File: config.mk
export PLATFORM = sky130hd
export DESIGN_NAME = pipe_hazard_ctrl
export DESIGN_NICKNAME = d
export VERILOG_FILES = /design/src/rtl/pipe_hazard_ctrl.sv
export SDC_FILE = /design/constraint.sdc
export NUM_CORES = 1
export LEC_CHECK = 0
export BUFFER_PORTS_ARGS = -buffer_cell sky130_fd_sc_hd__buf_2
export CAP_MARGIN = 5
export CORE_UTILIZATION = 46
export CTS_CLUSTER_DIAMETER = 120
export DETAILED_ROUTE_END_ITERATION = 8
export GPL_TIMING_DRIVEN = 0
export PLACE_DENSITY = 0.76
export SYNTH_ARGS = -nofsm -noshare
export SYNTH_HDL_FRONTEND = slang
export SYNTH_SLANG_ARGS = --single-unit
File: constraint.sdc
create_clock -name Clk -period 2.2 [get_ports Clk]
set_input_delay 0.44 -clock Clk [delete_from_list [all_inputs] [get_ports Clk]]
set_output_delay 0.44 -clock Clk [all_outputs]
set_load 0.01 [all_outputs]
File: src/rtl/pipe_hazard_ctrl.sv
// Pipeline hazard controller: load-use stall, taken-branch flush and debug
// halt/single-step, with saturating stall/flush event counters.
module pipe_hazard_ctrl (
  input  logic        Clk,
  input  logic        Clrn,
  input  logic [4:0]  ID_Rs,
  input  logic [4:0]  ID_Rt,
  input  logic        ID_UsesRt,
  input  logic        EX_MemtoReg,
  input  logic        EX_RegWr,
  input  logic [4:0]  EX_Rt,
  input  logic        MEM_PCSrc,
  input  logic        Freeze,
  input  logic        StepReq,
  output logic        PC_EN,
  output logic        IFID_EN,
  output logic        Pipe_EN,
  output logic        IFID_Flush,
  output logic        IDEX_Flush,
  output logic        EXMEM_Flush,
  output logic [1:0]  State,
  output logic [15:0] StallCnt,
  output logic [15:0] FlushCnt
);

  typedef enum logic [1:0] {
    RUN   = 2'd0,
    STALL = 2'd1,
    FLUSH = 2'd2,
    HALT  = 2'd3
  } state_e;

  state_e      state_q, state_d;
  logic [15:0] stall_cnt_q, stall_cnt_d;
  logic [15:0] flush_cnt_q, flush_cnt_d;

  logic load_use;
  logic active;
  logic do_flush;
  logic do_stall;

  function automatic logic [15:0] sat_inc(input logic [15:0] v);
    return (v == 16'hFFFF) ? v : v + 16'd1;
  endfunction

  assign load_use = EX_MemtoReg & EX_RegWr & (EX_Rt != 5'd0) &
                    ((EX_Rt == ID_Rs) | (ID_UsesRt & (EX_Rt == ID_Rt)));

  // HALT only advances on a step cycle; StepReq is meaningless elsewhere.
  assign active   = (state_q != HALT) | StepReq;
  assign do_flush = active & MEM_PCSrc;
  // Back-to-back stalls are suppressed: the load has left EX after one bubble.
  assign do_stall = active & ~MEM_PCSrc & load_use & (state_q != STALL);

  always_comb begin
    PC_EN       = 1'b1;
    IFID_EN     = 1'b1;
    Pipe_EN     = 1'b1;
    IFID_Flush  = 1'b0;
    IDEX_Flush  = 1'b0;
    EXMEM_Flush = 1'b0;
    // During reset everything is enabled so pipeline registers see their own reset.
    if (Clrn) begin
      if (!active) begin
        PC_EN   = 1'b0;
        IFID_EN = 1'b0;
        Pipe_EN = 1'b0;
      end else if (do_flush) begin
        IFID_Flush  = 1'b1;
        IDEX_Flush  = 1'b1;
        EXMEM_Flush = 1'b1;
      end else if (do_stall) begin
        PC_EN      = 1'b0;
        IFID_EN    = 1'b0;
        IDEX_Flush = 1'b1;
      end
    end
  end

  always_comb begin
    state_d     = RUN;
    stall_cnt_d = stall_cnt_q;
    flush_cnt_d = flush_cnt_q;
    if (Freeze)        state_d = HALT;
    else if (do_flush) state_d = FLUSH;
    else if (do_stall) state_d = STALL;
    if (do_flush) flush_cnt_d = sat_inc(flush_cnt_q);
    if (do_stall) stall_cnt_d = sat_inc(stall_cnt_q);
  end

  always_ff @(posedge Clk) begin
    if (!Clrn) begin
      state_q     <= RUN;
      stall_cnt_q <= 16'd0;
      flush_cnt_q <= 16'd0;
    end else begin
      state_q     <= state_d;
      stall_cnt_q <= stall_cnt_d;
      flush_cnt_q <= flush_cnt_d;
    end
  end

  assign State    = state_q;
  assign StallCnt = stall_cnt_q;
  assign FlushCnt = flush_cnt_q;

endmodule

* Word-level counts from Yosys, hierarchy flattened *
Cells that the tools add are included.

word-level totals
  logic and storage cells = 43
  bits of input ports = 23
  register bits = 34
  output and inout bits = 40

operators by class
  reduce and logical (&&, ||, !) cells = 3
  mux-type cells = 16
  add/subtract/negate cells = 2
  bitwise logic cells = 13
  equality and inequality tests = 6

operators by type and width
  operator                                                          number
  16-bit by 1-bit adder with 16-bit output (second input constant)  2
  16-bit == test (second input constant)                            2
  1-bit 2-to-1 mux                                                  14
  5-bit == test                                                     2
  1-bit bitwise AND                                                 8
  5-bit nonzero test                                                1
  2-bit 2-to-1 mux                                                  2
  2-bit AND reduction                                               2
  1-bit inverter                                                    3
  2-bit by 1-bit != test with 1-bit output (second input constant)  1
  2-bit != test (second input constant)                             1
  1-bit OR                                                          2

* Depth between registers and ports, before layout *
Gate-level depths: netlist of run 1.

  word-level depth = 10
  mapped depth = 8
  depth with buffers taken out = 6

* Worst setup path after synthesis of run 1 *
No wires, ideal clock.

  path type = input to output
  from = input ID_Rt[3]
  to = output PC_EN
  required time = 1.760 ns
  path slack = -0.131 ns
  arrival = 1.891 ns
  path buffers = 3
  stages = 8
  cells stage by stage = xor2_1 nor4_1 a32oi_1 buf_2 buf_2 nor2_1 o21ai_0 buf_4

on the way
  longest elaborated chain between the ends = 10

RTL lines
  what                            RTL line  text
  start: declaration              7         input logic [4:0] ID_Rt,
  5-bit == test                   47        ((EX_Rt == ID_Rs) | (ID_UsesRt & (EX_Rt == ID_Rt)));
  1-bit bitwise AND               47
  1-bit OR                        47
  1-bit bitwise AND               46        assign load_use = EX_MemtoReg & EX_RegWr & (EX_Rt != 5'd0) &
  1-bit bitwise AND (2 in a row)  53        assign do_stall = active & ~MEM_PCSrc & load_use & (state_q != STALL);
  1-bit 2-to-1 mux (4 in a row)   -
  end: declaration                15        output logic PC_EN,

Every way passes these cells.

* Worst setup path after layout of run 1 *
  from = input ID_Rt[2]
  to = output PC_EN

on the way
  longest elaborated chain between the ends = 10

RTL lines
  what                            RTL line  text
  5-bit == test                   47
  1-bit bitwise AND               47
  1-bit OR                        47
  1-bit bitwise AND               46
  1-bit bitwise AND (2 in a row)  53
  1-bit 2-to-1 mux                72        end else if (do_stall) begin
  1-bit 2-to-1 mux                68        end else if (do_flush) begin
  1-bit 2-to-1 mux                64        if (!active) begin
  1-bit 2-to-1 mux                63        if (Clrn) begin

Every way passes these cells.

==> impl_results.md, run 1 <==
- Hold Buf Count CTS: 0
- RSZ-0062 raised after global routing: yes
- Crit path depth: 9
- Leakage power: roughly 0.001 uW
- Switching Power: approximately 300 uW
- Slowest CP cell: nor4_2
- Internal Pwr Total: 930.4 uW
- EDFF count, synth: 0
- Vias: 1985
- Via-per-instance ratio: 5.545
- Main synth FF type: dfxtp_1
- DP Cell Count: 348
- Avg Cell Area, Syn: between 8 and 9 sq um
- CTS H-tree depth: 2
- Final setup vio count: 1
- Global Route Usage Sum: 0.2253
- Die Span Y: slightly below 70 um
- Final Critical Period: 2.247 ns
- Synth top cells by count: dfxtp_1 (34), nand2_1 (18), nor2_1 (18)
- Synthesized area: 1956 sq um
- Final nets: between 300 and 400
- Clock share of power: 0.383
- Pre-Repair DR Iteration Count: 4
- Core ar.: 4029 sq um
- CP arrival: roughly 1.8 ns
- Fin area: roughly 2500 sq um
- GPL Wtd Cong: 0.7464
- Cell Pwr Density: ~490 nW/um^2
- Comb power frac: 0.105
- Total CTS buffers: 5
- Post-Place Cell Area: approximately 2300 sq um
- Clk slew on worst S/H paths: approximately 0.07 ns
- Largest net degree at the start of global routing: 11
- Worst-skew pair later-pin latency: approximately 0.28 ns
- Crit end category: output pin
- Final slew viol count: 0
- Die ar.: around 4500 sq um
- Crit start category: input pin
- Worst hold path type: input pin to flip-flop
- Starting Density: 0.4854
- Failing checks: negative setup slack
- CP peak stage delay: 0.26 ns
- Wire per inst: around 13 um
- Hold path cells: 2
- Post-route DRC violation count: 0
- Row count: 23
- Die Width: approximately 67 um
- N_diodes: 0
- Worst-path cell chain: buf_6 > xor2_2 > nor4_2 > a32oi_1 > buf_4 > nor2_4 > o21ai_2 > buf_4 > buf_6
- Antenna Nets Post-Route: 0
- Share of synthesized registers carrying an async set or reset: 0
- Root Buffer: clkbuf_8
- CTS tree: built
- Vias in the first global route: ~1700
- Sink Count: 34
- Synthesized flop and latch total: 34
- CP required: 1.76 ns
- Synth warn: 0
- Hold_ws: between 0.3 and 0.4 ns
- Seq/Total Area, Yosys: 0.3480
- First-pass GRT wire length: 7721 um
- Share of cells above drive strength 1: 0.2825
- Post-synth cell types: 43
- Final WS setup: -0.04666 ns
- Synth area leaders: dfxtp_1 (35%), or4_1 (4.2%), xor2_1 (4.0%), a21oi_1 (3.8%), o31ai_1 (3.8%)
- Post-synth top area cell: dfxtp_1
- # IOs: 63
- Share of the synthesized area in the top cell type: 0.3480
- CP Class: input pin to output pin
- Layout Cells excl Fill: between 300 and 400
- Crit path max fanout: 4
- CTS max path bufs: 2
- Congestion Overflow GR: 0
- Final wirelength: roughly 4800 um
- Sequential power share: 0.513
- Switching share of power: 0.2426
- Synth-to-layout area growth: 27.90%
- Crit path max-delay family: buffers and inverters
- Buffers plus inverters on the worst setup path: 4
- Post-Syn Nets: 261
- Post-Syn Instances: roughly 240
- Worst Max-Slew Pin Slew: 0.6484 ns
- Input/output buffers: slightly above 60
- Worst vdd ir: roughly 0.00043 V
- DPL Wire Length: ~3500 um
- Final hold violations: 0
- Initial antenna violation count: 0
- Reg2Reg Depth: 8
- Maximum clock rate: between 0.4 and 0.5 GHz
- Max Clock Skew: 0.007697 ns
- Rel. slew slack: 0.5654
- Max-Cap Viols: 0
- Status: finished with violations
- DRT iter0 DRCs: 85
- Final period utilization: 1.021
- Top-count cell post-synth: dfxtp_1
[power groups by stage]
stage / clock, uW / combinational [uW] / sequential, uW
detailed placement: 0 / 118 / 644
finish: 470 / 129 / 630
CTS: 485 / 126 / 630
global route: 515 / 143 / 631
floorplan: 0 / 61.9 / 646
global placement: 0 / 117 / 644
[cell type report]
cell class | count | area, sq um
sequential | 34 | 680.7
fill | 375 | 1528
timing repair buffer | 65 | 357.8
buffer | 13 | 67.56
clock buffer | 7 | 86.33
clock inverter | 1 | 5.005
multi-input combinational | 179 | 1207
inverter | 9 | 33.78
tap | 50 | 62.56
[sequential cells by signal (all words and copies together), names as in the netlist]
register	count
FlushCnt	16
State	2
StallCnt	16
[placed cells by master (no fill, tap or decap), drive strengths merged]
cell     netlist  layout
o31ai         10      10
mux2i          7       7
nand2b         4       4
o31a           2       2
a211oi         5       5
nor3           8       8
or3            2       2
nand3b         2       2
or2            2       2
o21a           3       3
o211a          1       1
clkinv         1       2
o21ai          4       4
a32oi          1       1
or4           11      11
a211o          1       1
buf            9      73
nor4           4       4
nand4         11      11
o211ai         1       1
a21oi         15      15
inv            8       8
dfxtp         34      34
ha             2       2
nor2          18      18
and4           3       3
nand2         18      18
a2111oi        1       1
xor2           9       9
nand3         13      13
and3           3       3
a21o           3       3
a21boi         1       1
clkbuf         5      12
xnor2          8       8
and2           5       5
o2111ai        1       1
[worst register-to-register path: cells and delay by family, from the launching register on]
kind	cells	cell delay, ns
flip-flops	1	0.36
AO/OA/AOI/OAI	1	0.41
buffers and inverters	2	0.41
adder cells (fa/ha/maj)	1	0.24
multiplexers	1	0.13
AND/OR/NAND/NOR	3	0.42
[metal layers]
layer / track usage / wire length (um) / vias to the layer above
li1: - / - / 1007
met1: 0.2729 / 2084 / 920
met2: 0.3925 / 2433 / 56
met3: 0.05405 / 261 / 2
met4: 0.06383 / 29 / 0
met5: 0 / 0 / -
[cell families (layout without fill, tap and decap cells)]
logic type / count (synthesis) / after routing / synth area share
XOR/XNOR: 17 / 17 / 0.07614
buffers and inverters: 23 / 95 / 0.05310
multiplexers: 7 / 7 / 0.03583
AND/OR/NAND/NOR: 104 / 104 / 0.2956
flip-flops: 34 / 34 / 0.3480
AO/OA/AOI/OAI: 49 / 49 / 0.1785
adder cells (fa/ha/maj): 2 / 2 / 0.01279
[repair_timing]
item / CTS / global route
resized for setup: 8 / 3
pin swaps: 7 / 5
endpoints found under the hold margin: 0 / 0
setup buffers: 2 / 1
cloned: 0 / 0
setup endpoints to repair: 11 / 16
[per-stage QoR]
step                utilization  setup slack, ns  power [uW]  TNS [ns]
floorplan                     -          0.02450       707.7         0
global placement         0.5795          -0.4450       760.1    -1.143
detailed placement       0.5795          -0.4632       761.9    -1.241
CTS                      0.6137          -0.1123        1241   -0.1469
global route             0.6208          -0.1291        1288   -0.2540
finish                   0.6208         -0.04666        1228  -0.04666
[final timing paths]
check               from            to  slack, ns
max             ID_Rt[2]         PC_EN      -0.05
min               Freeze      State[0]       0.39
max reg2reg  FlushCnt[0]  FlushCnt[13]       0.14
min reg2reg  StallCnt[5]   StallCnt[5]       0.49
No activity file was read; power rests on OpenSTA's default activity.
==> run 2, diff against run 1 <==
- ABC_AREA: default -> 1
- CORE_UTILIZATION: 46 -> 47
==> impl_results.md, run 2 <==
- Status: finished with violations
- Failing checks: design-rule violations
- N_diodes: 0
- Input/output buffers: 62
- Final wirelength: between 4000 and 5000 um
- Maximum clock rate: 0.4930 GHz
- GPL Wtd Cong: about 0.9
- Synth-to-layout area growth: 21.87%
- Largest net degree at the start of global routing: 12
- CP Launch Point: State[1]
- Share of the synthesized area in the top cell type: 0.3067
- Sink Count: 34
- DRT iter0 DRCs: roughly 110
- Synth top cells by count: nand2_1 (86), inv_1 (55), nor2_1 (46)
- Main synth FF type: dfxtp_1
- R2r endpoint: FlushCnt[11]
- CP Class: flip-flop to output pin
- Worst Max-Slew Pin Slew: ~0.47 ns
- Final setup vio count: 0
- Sequential power share: 0.501
- Crit path capture: PC_EN
- Share of synthesized registers carrying an async set or reset: 0
- Vias in the first global route: 2048
- Avg Cell Area, Syn: between 6 and 7 sq um
- Synthesized area: 2220 sq um
- Synth area leaders: dfxtp_1 (31%), nand2_1 (15%), inv_1 (9.3%), nor2_1 (7.8%), nand3_1 (4.7%)
- # IOs: 63
- Crit path max fanout: 7
- Post-synth cell types: 36
- Max Clock Skew: around 0.0085 ns
- Comb power frac: 0.108
- Die Span Y: ~70 um
- # fillers: 440
- Final slew viol count: 0
- Post-Place Cell Area: between 2000 and 3000 sq um
- Crit end category: output pin
- Starting Density: 0.4994
- CTS max path bufs: 2
- Crit start category: flip-flop
- Fin area: around 2700 sq um
- Row count: 24
- RSZ-0062 raised after global routing: no
- Worst-skew pair later-pin latency: 0.29 ns
- Die ar.: roughly 5000 sq um
- Antenna Nets Post-Route: 0
- Via-per-instance ratio: 4.904
- EDFF count, synth: 0
- Commonest non-fill, non-tap cell in the layout: nand2_1
- Post-synth top area cell: dfxtp_1
- Wire per inst: roughly 11 um
- Internal Pwr Total: 927.2 uW
- Post-Syn Nets: 372
- First-pass GRT wire length: between 8000 and 9000 um
- Reg2reg setup slack: about 0.5 ns
- Seq/Total Area, Yosys: 0.3067
- Launching point of the worst reg2reg path: FlushCnt[0]
- Worst hold path type: input pin to flip-flop
- CTS tree: built
- Design Power: ~1300 uW
- Sum Neg Setup Slack: 0 ns
- DPL Wire Length: around 4000 um
- Vias: 2310
- Synth warn: 0
- CP required: roughly 1.8 ns
- Final WS setup: 0.1715 ns
- Final period utilization: 0.9221
- Met1 WL: between 2000 and 2500 um
- Total CTS buffers: 5
- Post-place setup slack: 0.06062 ns
- Pre-Repair DR Iteration Count: 6
- Post-Syn Instances: 347
- Rel. slew slack: 0.6848
- Initial antenna violation count: 0
- Leakage power: ~0.0013 uW
- Worst vdd ir: 0.0004204 V
- Congestion Overflow GR: 0
- CTS H-tree depth: 2
- Hold_ws: 0.4162 ns
- Synthesized flop and latch total: 34
- Met3 WL: 241 um
- Final hold violations: 0
- Switching share of power: 0.2592
- DR WL met2: between 2000 and 2500 um
- Clk slew on worst S/H paths: roughly 0.070 ns
- Reg2Reg Depth: 9
- Root Buffer: clkbuf_8
- Final nets: 443
- Max-Cap Viols: 0
- Die Width: a little over 70 um
- Clock share of power: 0.391
- CP arrival: approximately 1.6 ns
- Final Critical Period: ~2.0 ns
- Cell Pwr Density: approximately 460 nW/um^2
- Switching Power: approximately 320 uW
- Core ar.: 4444 sq um
- Top-count cell post-synth: nand2_1
- Most frequent cells in the layout: nand2_1 (86), buf_2 (62), inv_1 (55)
- Global Route Usage Sum: 0.2118
- Post-route DRC violation count: 8
- DR top layer: met4
- Share of cells above drive strength 1: 0.2601
run 2: cell types whose count changed after synthesis, moves of 7 or more:
cell / previous run / this run
mux2i_1: 7 / 0
or4_1: 11 / 0
nor2_1: 18 / 46
nand2_1: 18 / 86
o31ai_1: 10 / 0
o21ai_1: 2 / 9
nand3_1: 13 / 21
inv_1: 8 / 55
run 2: through the flow:
stage | std cells | utilization
4_1_cts | 470 | 0.6070
5_1_grt | 471 | 0.6087
3_5_place_dp | 461 | 0.5839
2_1_floorplan | 347 | -
3_3_place_gp | 461 | 0.5839
6_report | 471 | 0.6087
run 2: how the worst min path moves through the flow:
stage                        endpoint         from  cells past startpoint  slack (ns)
after floorplan           StallCnt[1]  StallCnt[1]                      2        0.49
after global placement    StallCnt[1]  StallCnt[1]                      2        0.47
after detailed placement  StallCnt[1]  StallCnt[1]                      2        0.47
after CTS                    State[1]       Freeze                      3        0.42
after global routing         State[1]       Freeze                      3        0.44
final                        State[1]       Freeze                      3        0.42
run 2: per-layer routing:
metal,up-vias,track usage
met5,-,0
met3,4,0.03561
met4,0,0.06667
met2,59,0.3761
li1,1231,-
met1,1016,0.2615
run 2: power groups by stage:
| stage | sequential [uW] | clock, uW | combinational, uW |
|---|---|---|---|
| 2_1_floorplan | 645 | 0 | 77.8 |
| 3_3_place_gp | 642 | 0 | 131 |
| 3_5_place_dp | 642 | 0 | 133 |
| 4_1_cts | 627 | 502 | 135 |
| 5_1_grt | 629 | 530 | 152 |
| 6_report | 628 | 489 | 135 |
run 2: worst max-delay path, stage by stage, from the launching register on:
cell and delay, ns:
dfxtp_1 0.32, inv_2 0.06, nor2_1 0.04, nand2_1 0.07, nand3_1 0.12, nor2_4 0.14, nand2_4 0.10, o21ai_0 0.15
inv_1 0.07, buf_4 0.12, buf_2 0.12
run 2: repair_timing:
action                                  in CTS  in global routing
endpoints found under the setup margin       1                  1
hold endpoints to repair                     0                  0
gates cloned                                 0                  0
setup buffers                                1                  1
pin swaps                                    1                  1
hold buffers                                 0                  0
gates resized for setup                      0                  0
run 2: final cells by class:
class | count | area [sq um] | area share
multi-input cells | 244 | 1259 | 0.4653
flip-flops and latches | 34 | 680.7 | 0.2516
repair buffers | 64 | 325.3 | 0.1203
inverters | 62 | 235.2 | 0.08696
clock buffers | 6 | 82.58 | 0.03053
well taps | 52 | 65.06 | 0.02405
plain buffers | 7 | 45.04 | 0.01665
clock inverters | 2 | 12.51 | 0.004625
run 2: kinds of logic after synthesis:
family                   after synthesis  share of synthesized area
AND/OR/NAND/NOR                      197                     0.4307
buffers and inverters                 69                     0.1263
AO/OA/AOI/OAI                         39                     0.1015
flip-flops                            34                     0.3067
XOR/XNOR                               6                    0.02368
adder cells (fa/ha/maj)                2                    0.01127
